`config.mk`:
```
export PLATFORM = sky130hd
export DESIGN_NAME = instr_fetch_unit_flat
export DESIGN_NICKNAME = d
export VERILOG_FILES = /design/src/rtl/instr_fetch_unit_if.sv /design/src/rtl/instr_fetch_unit.sv /design/src/flat_wrapper.sv
export SDC_FILE = /design/constraint.sdc
export NUM_CORES = 1
export LEC_CHECK = 0
export CAP_MARGIN = 15
export CORE_UTILIZATION = 50
export DETAILED_ROUTE_END_ITERATION = 7
export PLACE_DENSITY = 0.76
export SLEW_MARGIN = 5
export SYNTH_ARGS = -nofsm -noshare
export SYNTH_HDL_FRONTEND = slang
export SYNTH_SLANG_ARGS = --single-unit
```
`constraint.sdc`:
```
create_clock -name clk -period 3.25 [get_ports clk]
set_input_delay 0.325 -clock clk [delete_from_list [all_inputs] [get_ports clk]]
set_output_delay 0.325 -clock clk [all_outputs]
set_load 0.05 [all_outputs]
```
`src/rtl/instr_fetch_unit_if.sv`:
```
// Fetch unit bus bundle: instruction memory request/response, the
// decode-side instruction handshake and the branch/jump redirect port.
interface instr_fetch_unit_if;
    logic        imem_req;
    logic [31:0] imem_addr;
    logic        imem_ready;
    logic        imem_rvalid;
    logic [31:0] imem_rdata;
    logic        instr_valid;
    logic [31:0] instr;
    logic [31:0] instr_pc;
    logic        instr_ready;
    logic        redirect_valid;
    logic        redirect_kind;
    logic [31:0] redirect_base_pc;
    logic [25:0] redirect_imm;

    // Fetch unit side
    modport master (
        output imem_req, imem_addr, instr_valid, instr, instr_pc,
        input  imem_ready, imem_rvalid, imem_rdata, instr_ready,
        input  redirect_valid, redirect_kind, redirect_base_pc, redirect_imm
    );

    // Memory / decode / branch-resolution side
    modport slave (
        input  imem_req, imem_addr, instr_valid, instr, instr_pc,
        output imem_ready, imem_rvalid, imem_rdata, instr_ready,
        output redirect_valid, redirect_kind, redirect_base_pc, redirect_imm
    );
endinterface

```
`src/rtl/instr_fetch_unit.sv`:
```
// Instruction fetch unit: single-outstanding memory fetcher feeding a small
// FIFO of {instr, pc} toward decode, with branch/jump redirect and a discard
// flag that swallows the one response belonging to a pre-redirect request.
module instr_fetch_unit #(
    parameter logic [31:0] RESET_PC  = 32'h0000_0000,
    parameter int          BUF_DEPTH = 2
) (
    input  logic                  clk,
    input  logic                  rst_n,
    instr_fetch_unit_if.master    bus
);

    localparam int              PTR_W    = (BUF_DEPTH > 2) ? $clog2(BUF_DEPTH) : 1;
    localparam int              CNT_W    = $clog2(BUF_DEPTH + 1);
    localparam logic [PTR_W-1:0] PTR_LAST = PTR_W'(BUF_DEPTH - 1);
    localparam logic [PTR_W-1:0] PTR_ZERO = {PTR_W{1'b0}};
    localparam logic [CNT_W-1:0] CNT_FULL = CNT_W'(BUF_DEPTH);
    localparam logic [CNT_W-1:0] CNT_ZERO = {CNT_W{1'b0}};
    localparam logic [CNT_W-1:0] CNT_ONE  = CNT_W'(1);

    typedef enum logic [1:0] {
        IDLE = 2'd0,
        REQ  = 2'd1,
        WAIT = 2'd2
    } state_t;

    state_t            state_r, state_s;
    logic [31:0]       fetch_pc_r, fetch_pc_s;
    logic [31:0]       addr_r, addr_s;
    logic              req_r;
    logic              valid_r;
    logic              discard_r, discard_s;
    logic [31:0]       data_r [BUF_DEPTH];
    logic [31:0]       pcq_r  [BUF_DEPTH];
    logic [PTR_W-1:0]  head_r, head_s;
    logic [PTR_W-1:0]  tail_r, tail_s;
    logic [CNT_W-1:0]  count_r, count_s;
    logic              accept_s;
    logic              rsp_s;
    logic              push_s;
    logic              pop_s;
    logic [31:0]       target_s;

    // Circular pointer advance for a depth that need not be a power of two
    function automatic logic [PTR_W-1:0] ptr_inc(input logic [PTR_W-1:0] p);
        logic [PTR_W-1:0] r;
        if (p == PTR_LAST) begin
            r = PTR_ZERO;
        end else begin
            r = p + PTR_W'(1);
        end
        return r;
    endfunction

    // beq: sign-extended word offset relative to the delay-slot PC
    function automatic logic [31:0] branch_target(input logic [31:0] base, input logic [25:0] imm);
        logic [31:0] seq;
        seq = base + 32'd4;
        return seq + {{14{imm[15]}}, imm[15:0], 2'b00};
    endfunction

    // j: pseudo-direct address inside the 256 MB region of the next PC
    function automatic logic [31:0] jump_target(input logic [31:0] base, input logic [25:0] imm);
        logic [31:0] seq;
        seq = base + 32'd4;
        return {seq[31:28], imm, 2'b00};
    endfunction

    // Next-state, buffer bookkeeping, fetch PC and discard flag
    always_comb begin
        accept_s  = (state_r == REQ) && bus.imem_ready;
        rsp_s     = (state_r == WAIT) && bus.imem_rvalid;
        push_s    = rsp_s && !discard_r;
        pop_s     = (count_r != CNT_ZERO) && bus.instr_ready;
        target_s  = bus.redirect_kind ? jump_target(bus.redirect_base_pc, bus.redirect_imm)
                                      : branch_target(bus.redirect_base_pc, bus.redirect_imm);
        head_s    = head_r;
        tail_s    = tail_r;
        count_s   = count_r;
        state_s   = state_r;

        // A redirect flushes the buffer and wins over any push or pop
        if (bus.redirect_valid) begin
            head_s  = PTR_ZERO;
            tail_s  = PTR_ZERO;
            count_s = CNT_ZERO;
        end else begin
            if (push_s) begin
                tail_s = ptr_inc(tail_r);
            end else begin
                tail_s = tail_r;
            end
            if (pop_s) begin
                head_s = ptr_inc(head_r);
            end else begin
                head_s = head_r;
            end
            case ({push_s, pop_s})
                2'b10:   count_s = count_r + CNT_ONE;
                2'b01:   count_s = count_r - CNT_ONE;
                default: count_s = count_r;
            endcase
        end

        if (bus.redirect_valid) begin
            fetch_pc_s = target_s;
        end else if (push_s) begin
            fetch_pc_s = fetch_pc_r + 32'd4;
        end else begin
            fetch_pc_s = fetch_pc_r;
        end

        // Only a request that will still be in flight after this edge needs discarding;
        // a response landing on the redirect edge completes the old request itself
        if (bus.redirect_valid) begin
            discard_s = (state_r == REQ) || ((state_r == WAIT) && !bus.imem_rvalid);
        end else if (rsp_s) begin
            discard_s = 1'b0;
        end else begin
            discard_s = discard_r;
        end

        // count_s already reflects push/pop/flush, so a response never finds the buffer full
        case (state_r)
            IDLE: begin
                if (count_s < CNT_FULL) begin
                    state_s = REQ;
                end else begin
                    state_s = IDLE;
                end
            end
            REQ: begin
                if (accept_s) begin
                    state_s = WAIT;
                end else begin
                    state_s = REQ;
                end
            end
            WAIT: begin
                if (bus.imem_rvalid) begin
                    if (count_s < CNT_FULL) begin
                        state_s = REQ;
                    end else begin
                        state_s = IDLE;
                    end
                end else begin
                    state_s = WAIT;
                end
            end
            default: state_s = IDLE;
        endcase

        // A presented request keeps its address until accepted, redirect or not
        if ((state_r == REQ) && !accept_s) begin
            addr_s = addr_r;
        end else begin
            addr_s = fetch_pc_s;
        end
    end

    // Control state, pointers and registered outputs
    always_ff @(posedge clk or negedge rst_n) begin
        if (!rst_n) begin
            state_r    <= IDLE;
            fetch_pc_r <= RESET_PC;
            addr_r     <= RESET_PC;
            req_r      <= 1'b0;
            valid_r    <= 1'b0;
            discard_r  <= 1'b0;
            head_r     <= PTR_ZERO;
            tail_r     <= PTR_ZERO;
            count_r    <= CNT_ZERO;
        end else begin
            state_r    <= state_s;
            fetch_pc_r <= fetch_pc_s;
            addr_r     <= addr_s;
            req_r      <= (state_s == REQ);
            valid_r    <= (count_s != CNT_ZERO);
            discard_r  <= discard_s;
            head_r     <= head_s;
            tail_r     <= tail_s;
            count_r    <= count_s;
        end
    end

    // Instruction buffer storage, written at the tail on an accepted response
    always_ff @(posedge clk or negedge rst_n) begin
        if (!rst_n) begin
            for (int i = 0; i < BUF_DEPTH; i++) begin
                data_r[i] <= 32'h0000_0000;
                pcq_r[i]  <= 32'h0000_0000;
            end
        end else begin
            if (push_s && !bus.redirect_valid) begin
                data_r[tail_r] <= bus.imem_rdata;
                pcq_r[tail_r]  <= fetch_pc_r;
            end else begin
                data_r[tail_r] <= data_r[tail_r];
                pcq_r[tail_r]  <= pcq_r[tail_r];
            end
        end
    end

    assign bus.imem_req    = req_r;
    assign bus.imem_addr   = addr_r;
    assign bus.instr_valid = valid_r;
    assign bus.instr       = data_r[head_r];
    assign bus.instr_pc    = pcq_r[head_r];

endmodule

```
`src/flat_wrapper.sv`:
```
// flat-port wrapper written by rule: the top's interface ports become plain ports
module instr_fetch_unit_flat 
#(
    parameter logic [31:0] RESET_PC  = 32'h0000_0000,
    parameter int          BUF_DEPTH = 2
)
  (clk, rst_n, bus_imem_req, bus_imem_addr, bus_instr_valid, bus_instr, bus_instr_pc, bus_imem_ready, bus_imem_rvalid, bus_imem_rdata, bus_instr_ready, bus_redirect_valid, bus_redirect_kind, bus_redirect_base_pc, bus_redirect_imm);
  instr_fetch_unit_if bus_i ();
  input  logic clk;
  input  logic rst_n;
  output wire logic [$bits(bus_i.imem_req)-1:0] bus_imem_req;
  output wire logic [$bits(bus_i.imem_addr)-1:0] bus_imem_addr;
  output wire logic [$bits(bus_i.instr_valid)-1:0] bus_instr_valid;
  output wire logic [$bits(bus_i.instr)-1:0] bus_instr;
  output wire logic [$bits(bus_i.instr_pc)-1:0] bus_instr_pc;
  input wire logic [$bits(bus_i.imem_ready)-1:0] bus_imem_ready;
  input wire logic [$bits(bus_i.imem_rvalid)-1:0] bus_imem_rvalid;
  input wire logic [$bits(bus_i.imem_rdata)-1:0] bus_imem_rdata;
  input wire logic [$bits(bus_i.instr_ready)-1:0] bus_instr_ready;
  input wire logic [$bits(bus_i.redirect_valid)-1:0] bus_redirect_valid;
  input wire logic [$bits(bus_i.redirect_kind)-1:0] bus_redirect_kind;
  input wire logic [$bits(bus_i.redirect_base_pc)-1:0] bus_redirect_base_pc;
  input wire logic [$bits(bus_i.redirect_imm)-1:0] bus_redirect_imm;
  assign bus_imem_req = bus_i.imem_req;
  assign bus_imem_addr = bus_i.imem_addr;
  assign bus_instr_valid = bus_i.instr_valid;
  assign bus_instr = bus_i.instr;
  assign bus_instr_pc = bus_i.instr_pc;
  assign bus_i.imem_ready = bus_imem_ready;
  assign bus_i.imem_rvalid = bus_imem_rvalid;
  assign bus_i.imem_rdata = bus_imem_rdata;
  assign bus_i.instr_ready = bus_instr_ready;
  assign bus_i.redirect_valid = bus_redirect_valid;
  assign bus_i.redirect_kind = bus_redirect_kind;
  assign bus_i.redirect_base_pc = bus_redirect_base_pc;
  assign bus_i.redirect_imm = bus_redirect_imm;
  instr_fetch_unit #(.RESET_PC(RESET_PC), .BUF_DEPTH(BUF_DEPTH)) u_core (.clk(clk), .rst_n(rst_n), .bus(bus_i));
endmodule
```
After elaboration in Yosys (flattened, before gate mapping)
Cells that the tools add are included.
{"block": "word_totals", "reg_bits": 201, "in_bits": 97}
{"block": "classes", "addsub": 7, "order_cmp": 4, "n_eq_ne": 5, "muxes": 37, "bitwise": 2, "reduce_logical": 19}
{"cell": "$mux 32", "count": 16}
{"cell": "$bwmux 64", "count": 4}
{"cell": "$mux 64", "count": 2}
{"cell": "$add 32x3->32 const B", "count": 2}
{"cell": "$add 32x32->32", "count": 1}
{"cell": "$demux 32 s1", "count": 1}
{"cell": "$reduce_bool 2->1", "count": 5}
{"cell": "$mux 1", "count": 9}
{"cell": "$logic_and 1x1->1", "count": 8}
{"cell": "$eq 2x1->1 const B", "count": 3}
{"cell": "$mux 2", "count": 3}
{"cell": "$pmux 2 s3", "count": 1}
{"cell": "$eq 2x2->1 const B", "count": 2}
{"cell": "$ge 2x2->1 const B", "count": 2}
{"cell": "$logic_not 1->1", "count": 4}
{"cell": "$not 1->2", "count": 2}
{"cell": "$pmux 2 s2", "count": 1}
{"cell": "$add 1x1->1 const B", "count": 2}
{"cell": "$add 2x1->2 const B", "count": 1}
{"cell": "$logic_not 2->1", "count": 1}
{"cell": "$lt 2x1->1 const B", "count": 1}
{"cell": "$lt 2x2->1 const B", "count": 1}
{"cell": "$sub 2x1->2 const B", "count": 1}
{"cell": "$logic_or 1x1->1", "count": 1}

Longest topological paths before layout
{"block": "logic_depth", "depth_word": 11, "mapped_depth": 17}

Worst setup path after synthesis
OpenSTA, ideal clock, no wires.
{"block": "synth_path", "kind": "input-to-reg", "start": "in bus_redirect_base_pc[5]", "end": "reg u_core.addr_r[31], in the netlist u_core.bus.imem_addr[31]", "setup_time_ns": 0.120, "arrival_time_ns": 3.350, "t_required_ns": 3.130, "path_slack_ns": -0.221, "cell_stages": 16, "path_buffers": 2, "path_cell_list": "and3_1 clkbuf_1 nand3_1 nor2_1 nand2_1 xnor2_1 ha_1 clkbuf_1 nor2b_1 o21a_1 o41ai_1 o21ai_0 a31oi_1 mux2i_1 mux2i_1 nor2_1"}
{"block": "synth_between", "elab_chain_cells": 4}
{"element": "start: declaration", "line_no": "flat_wrapper.sv:22", "source": "input wire logic [$bits(bus_i.redirect_base_pc)-1:0] bus_redirect_base_pc;"}
{"element": "$add 32x3->32 (*)", "line_no": "instr_fetch_unit.sv:58, instr_fetch_unit.sv:65"}
{"element": "$add 32x32->32", "line_no": "instr_fetch_unit.sv:59", "source": "return seq + {{14{imm[15]}}, imm[15:0], 2'b00};"}
{"element": "$mux 32 (*)", "line_no": "instr_fetch_unit.sv:75", "source": "target_s = bus.redirect_kind ? jump_target(bus.redirect_base_pc, bus.redirect_imm)"}
{"element": "$mux 32 (*)", "line_no": "instr_fetch_unit.sv:105", "source": "if (bus.redirect_valid) begin"}
{"element": "end signal: assignment", "line_no": "instr_fetch_unit.sv:176", "source": "addr_r <= addr_s;"}
{"element": "end: declaration", "line_no": "instr_fetch_unit.sv:29", "source": "logic [31:0] addr_r, addr_s;"}
Mark *: on every way between the ends. The rest lies on a longest branch, timed or not.
A chain may end at the register's enable or synchronous reset.

Worst setup path in the final report
{"block": "layout_path", "start": "in bus_redirect_base_pc[8]", "end": "reg u_core.addr_r[27], in the netlist u_core.bus.imem_addr[27]"}
{"block": "layout_between", "elab_chain_cells": 4}
{"element": "$add 32x3->32", "line_no": "instr_fetch_unit.sv:58", "source": "seq = base + 32'd4;"}
{"element": "$add 32x32->32", "line_no": "instr_fetch_unit.sv:59"}
{"element": "$mux 32", "line_no": "instr_fetch_unit.sv:75"}
{"element": "$mux 32", "line_no": "instr_fetch_unit.sv:105"}
{"element": "net u_core.fetch_pc_s[27]", "line_no": "instr_fetch_unit.sv:28", "source": "logic [31:0] fetch_pc_r, fetch_pc_s;"}
The timed path passes the listed nets, and every way through them passes these cells.

==> results_dict.tcl <==
set metrics [dict create \
    swShare_pct 40.2 \
    synth_top_area_share_pct 45.3 \
    slew_headroom_pct 58.7 \
    fin_util_pct 70.3 \
    period_share_pct 97.4 \
    status "complete, no violations" \
    intPower_mw 6.54 \
    die_y_um 151 \
    yosysTopAreaCell "dfrtp_1" \
    hp-class "input pin to asynchronous set/reset pin" \
    finClkSkew_ns 0.00845 \
    vias_per_cell 5.44 \
    antennaDiodeCount 0 \
    start_util_pct 50.9 \
    coreArea_sq_mm 0.0218 \
    pin_count 195 \
    rows 54 \
    synth_flop_cell "dfrtp_1" \
    vias 8782 \
    overflow 0 \
    clock_latency_ns 0.48 \
    synthArstFlopShare_pct 100 \
    ctsLongestPathBuffers 3 \
    clock_sink_count 201 \
    first_global_vias 8889 \
    finalHoldViolations 0 \
    routed_wl_um 28500 \
    power.share.sequential_pct 32.6 \
    gp_congestion 0.898 \
    crit_required_ns 3.62 \
    synth.distinct_cells 60 \
    setup_violations 0 \
    powerDensity_mw_per_mm2 712 \
    combPwrFrac_pct 47.3 \
    hpwl_um 20800 \
    worst_pin_slew_ns 0.619 \
    drt_first_pass_iters 5 \
    drive_gt1_share_pct 34.6 \
    worstPathArrival_ns 3.53 \
    p_clk_share_pct 20.1 \
    power.switching_mw 4.39 \
    synth-seq-cells 201 \
    synthTopCellsByArea "dfrtp_1, mux2_2, xnor2_1" \
    worstPathMaxFanout 5 \
    crit_path_end_kind "flop" \
    synth_cells 991 \
    grt_max_degree 78 \
    finalMaxSlewViolations 0 \
    drv_cap 0 \
    ant_nets 0 \
    multi_input_comb_area_sq_mm 0.00610 \
    die_w_um 151 \
    io_buffers 194 \
    synth_fp_nets 1126 \
    max-vdd-ir-drop_mv 0.406 \
    grt_pass1_wl_um 44900 \
    synthesis.area_sq_mm 0.0111 \
    cts_made_buffers 20 \
    grt_util_all_layers_pct 24.9 \
    drc 0 \
    cts_tree "yes" \
    fin_nets 1459 \
    regArea_sq_mm 0.00503 \
    area_delta_synth_final_pct 38.2 \
    critPathKind "input pin to flop" \
    hold_ws_ns 0.426 \
    yosys_warnings 0 \
    clk_pin_slew_ns 0.06 \
    worstSetupStartpointType "input pin" \
    dieArea_sq_mm 0.0228 \
    htreeDepth 1 \
    synth-seq-area-share_pct 45.3 \
    post_drt_wl_per_cell_um 17.6 \
    antenna_found_initial 0 \
    timing.fmax_mhz 316 \
    synth_edf_count 0 \
    syn_area_per_cell_sq_um 11.2 \
    root_buffer "clkbuf_16" \
    min_period_ns 3.17 \
    p_leak_nw 7.10 \
    fill_cells 1650 \
    drtIter0Drc 396 \
]
==> sequential cells by signal, summed over array words and instances (netlist names) <==
register and flops:
u_core.tail_r 1, u_core.pcq_r 64, u_core.bus.imem_req 1, u_core.bus.imem_addr 32, u_core.bus.instr_valid 1, u_core.discard_r 1
u_core.count_r 2, u_core.fetch_pc_r 32, u_core.head_r 1, u_core.data_r 64, u_core.state_r 2
==> final timing paths <==
check / startpoint / to / slack (ns) / depth (start not counted)
worst min register to register: u_core.bus.imem_addr[8] / u_core.bus.imem_addr[8] / 0.47 / 2
max in group asynchronous: rst_n / u_core.data_r[36] / 1.94 / 3
worst max register to register: u_core.state_r[0] / u_core.bus.imem_addr[29] / 0.67 / 9
min in group clk: bus_redirect_valid / u_core.tail_r / 0.46 / 3
worst min-delay path: rst_n / u_core.data_r[57] / 0.43 / 2
worst max-delay path: bus_redirect_base_pc[8] / u_core.bus.imem_addr[27] / 0.08 / 17
==> layout make-up <==
type / instances / share of cell area (%)
multi-input cells: 734 / 39.7
inverters: 12 / 0.294
flip-flops and latches: 201 / 32.8
clock buffers: 26 / 3.87
clock inverters: 5 / 0.196
well taps: 280 / 2.28
repair buffers: 355 / 20.8
==> synth_stat cells, types with 3 or more instances <==
| cell type | n |
|---|---|
| o22ai_1 | 8 |
| and3_1 | 17 |
| a21oi_1 | 42 |
| a22o_1 | 3 |
| a21o_1 | 13 |
| nand2_1 | 91 |
| o31ai_1 | 6 |
| o211a_1 | 3 |
| o211ai_1 | 3 |
| o21a_1 | 6 |
| xnor2_1 | 58 |
| a211oi_1 | 4 |
| mux2_2 | 210 |
| inv_1 | 12 |
| and2_1 | 6 |
| buf_1 | 5 |
| nand3_1 | 32 |
| o21bai_1 | 5 |
| nor2_1 | 50 |
| o21ai_0 | 27 |
| ha_1 | 37 |
| a21boi_0 | 3 |
| dfrtp_1 | 201 |
| clkbuf_1 | 37 |
| nor2b_1 | 6 |
| nand4_1 | 18 |
| or2_2 | 4 |
| and4_1 | 6 |
| a31oi_1 | 3 |
| nor3_1 | 4 |
| mux2i_1 | 11 |
| or3_1 | 3 |
| xor2_1 | 25 |
==> critical path: stages <==
cell,delay [ns]
clkdlybuf4s15_1,0.18
and4_4,0.22
nand4_1,0.15
buf_4,0.19
nor2_4,0.08
buf_6,0.13
nand4_1,0.13
xnor2_2,0.19
ha_4,0.29
nand4_1,0.24
a2111oi_4,0.41
buf_4,0.18
o21ai_2,0.06
a21oi_2,0.16
a311o_1,0.19
a31oi_2,0.12
mux2_4,0.29
==> cells in the final DEF (no fill, tap or decap), types with 6 or more instances in the layout <==
cell type / Yosys / layout
nand3_1: 32 / 29
mux2i_1: 11 / 10
nor2b_1: 6 / 6
clkbuf_16: 0 / 21
xor2_1: 25 / 25
a21oi_1: 42 / 40
ha_1: 37 / 32
xnor2_1: 58 / 53
clkdlybuf4s50_1: 0 / 174
a21o_1: 13 / 13
clkbuf_8: 0 / 6
inv_1: 12 / 12
nand4_1: 18 / 18
buf_4: 1 / 153
o22ai_1: 8 / 8
mux2_2: 210 / 208
and3_1: 17 / 14
dlymetal6s2s_1: 0 / 6
dfrtp_1: 201 / 200
o21ai_0: 27 / 25
o21a_1: 6 / 6
nor2_1: 50 / 45
nand2_1: 91 / 89
dlygate4sd2_1: 0 / 6
==> cell families (layout without fill, tap and decap cells) <==
logic type | Yosys count | count (layout) | synth area share, %
compound gates | 143 | 143 | 8.53
xor+xnor | 83 | 83 | 6.55
fa+ha+maj | 38 | 38 | 4.35
buf+inv | 56 | 398 | 1.94
flops | 201 | 201 | 45.3
mux | 222 | 222 | 22.4
simple gates | 248 | 248 | 10.9
==> power by group through the flow <==
stage | clock network [mW] | registers [mW] | logic (mW)
detailed placement | 0 | 3.59 | 5.12
floorplan | 0 | 3.98 | 2.90
global route | 2.33 | 3.64 | 5.45
global placement | 0 | 3.55 | 5.07
CTS | 2.25 | 3.55 | 5.16
finish | 2.20 | 3.56 | 5.17
==> per-stage QoR <==
stage | setup TNS, ns | area, sq um | power [mW] | std cells | worst slack (ns)
after floorplan | 0 | 11100 | 6.88 | 991 | 0.00330
after detailed placement | -18.78 | 14400 | 8.71 | 1567 | -0.749
final | 0 | 15300 | 10.9 | 1613 | 0.0831
after global placement | -15.62 | 14400 | 8.62 | 1567 | -0.658
after CTS | 0 | 15200 | 11.0 | 1602 | 0.0144
after global routing | -0.182 | 15300 | 11.4 | 1613 | -0.0514
==> routing by layer <==
metal / wire length (um) / GRT usage, %
met1: 12600 / 33.5
met2: 13800 / 42.7
met3: 1560 / 3.01
met4: 518 / 5.80
met5: 0 / 0
==> what timing repair did <==
action | 4_1_cts | 5_1_grt
setup endpoints to repair | 17 | 19
resized for setup | 38 | 39
setup buffers | 3 | 11
hold buffers | 1 | 0
hold endpoints to repair | 74 | 0
pin swaps | 21 | 30
Note: power is estimated with default switching activity, not from simulation.
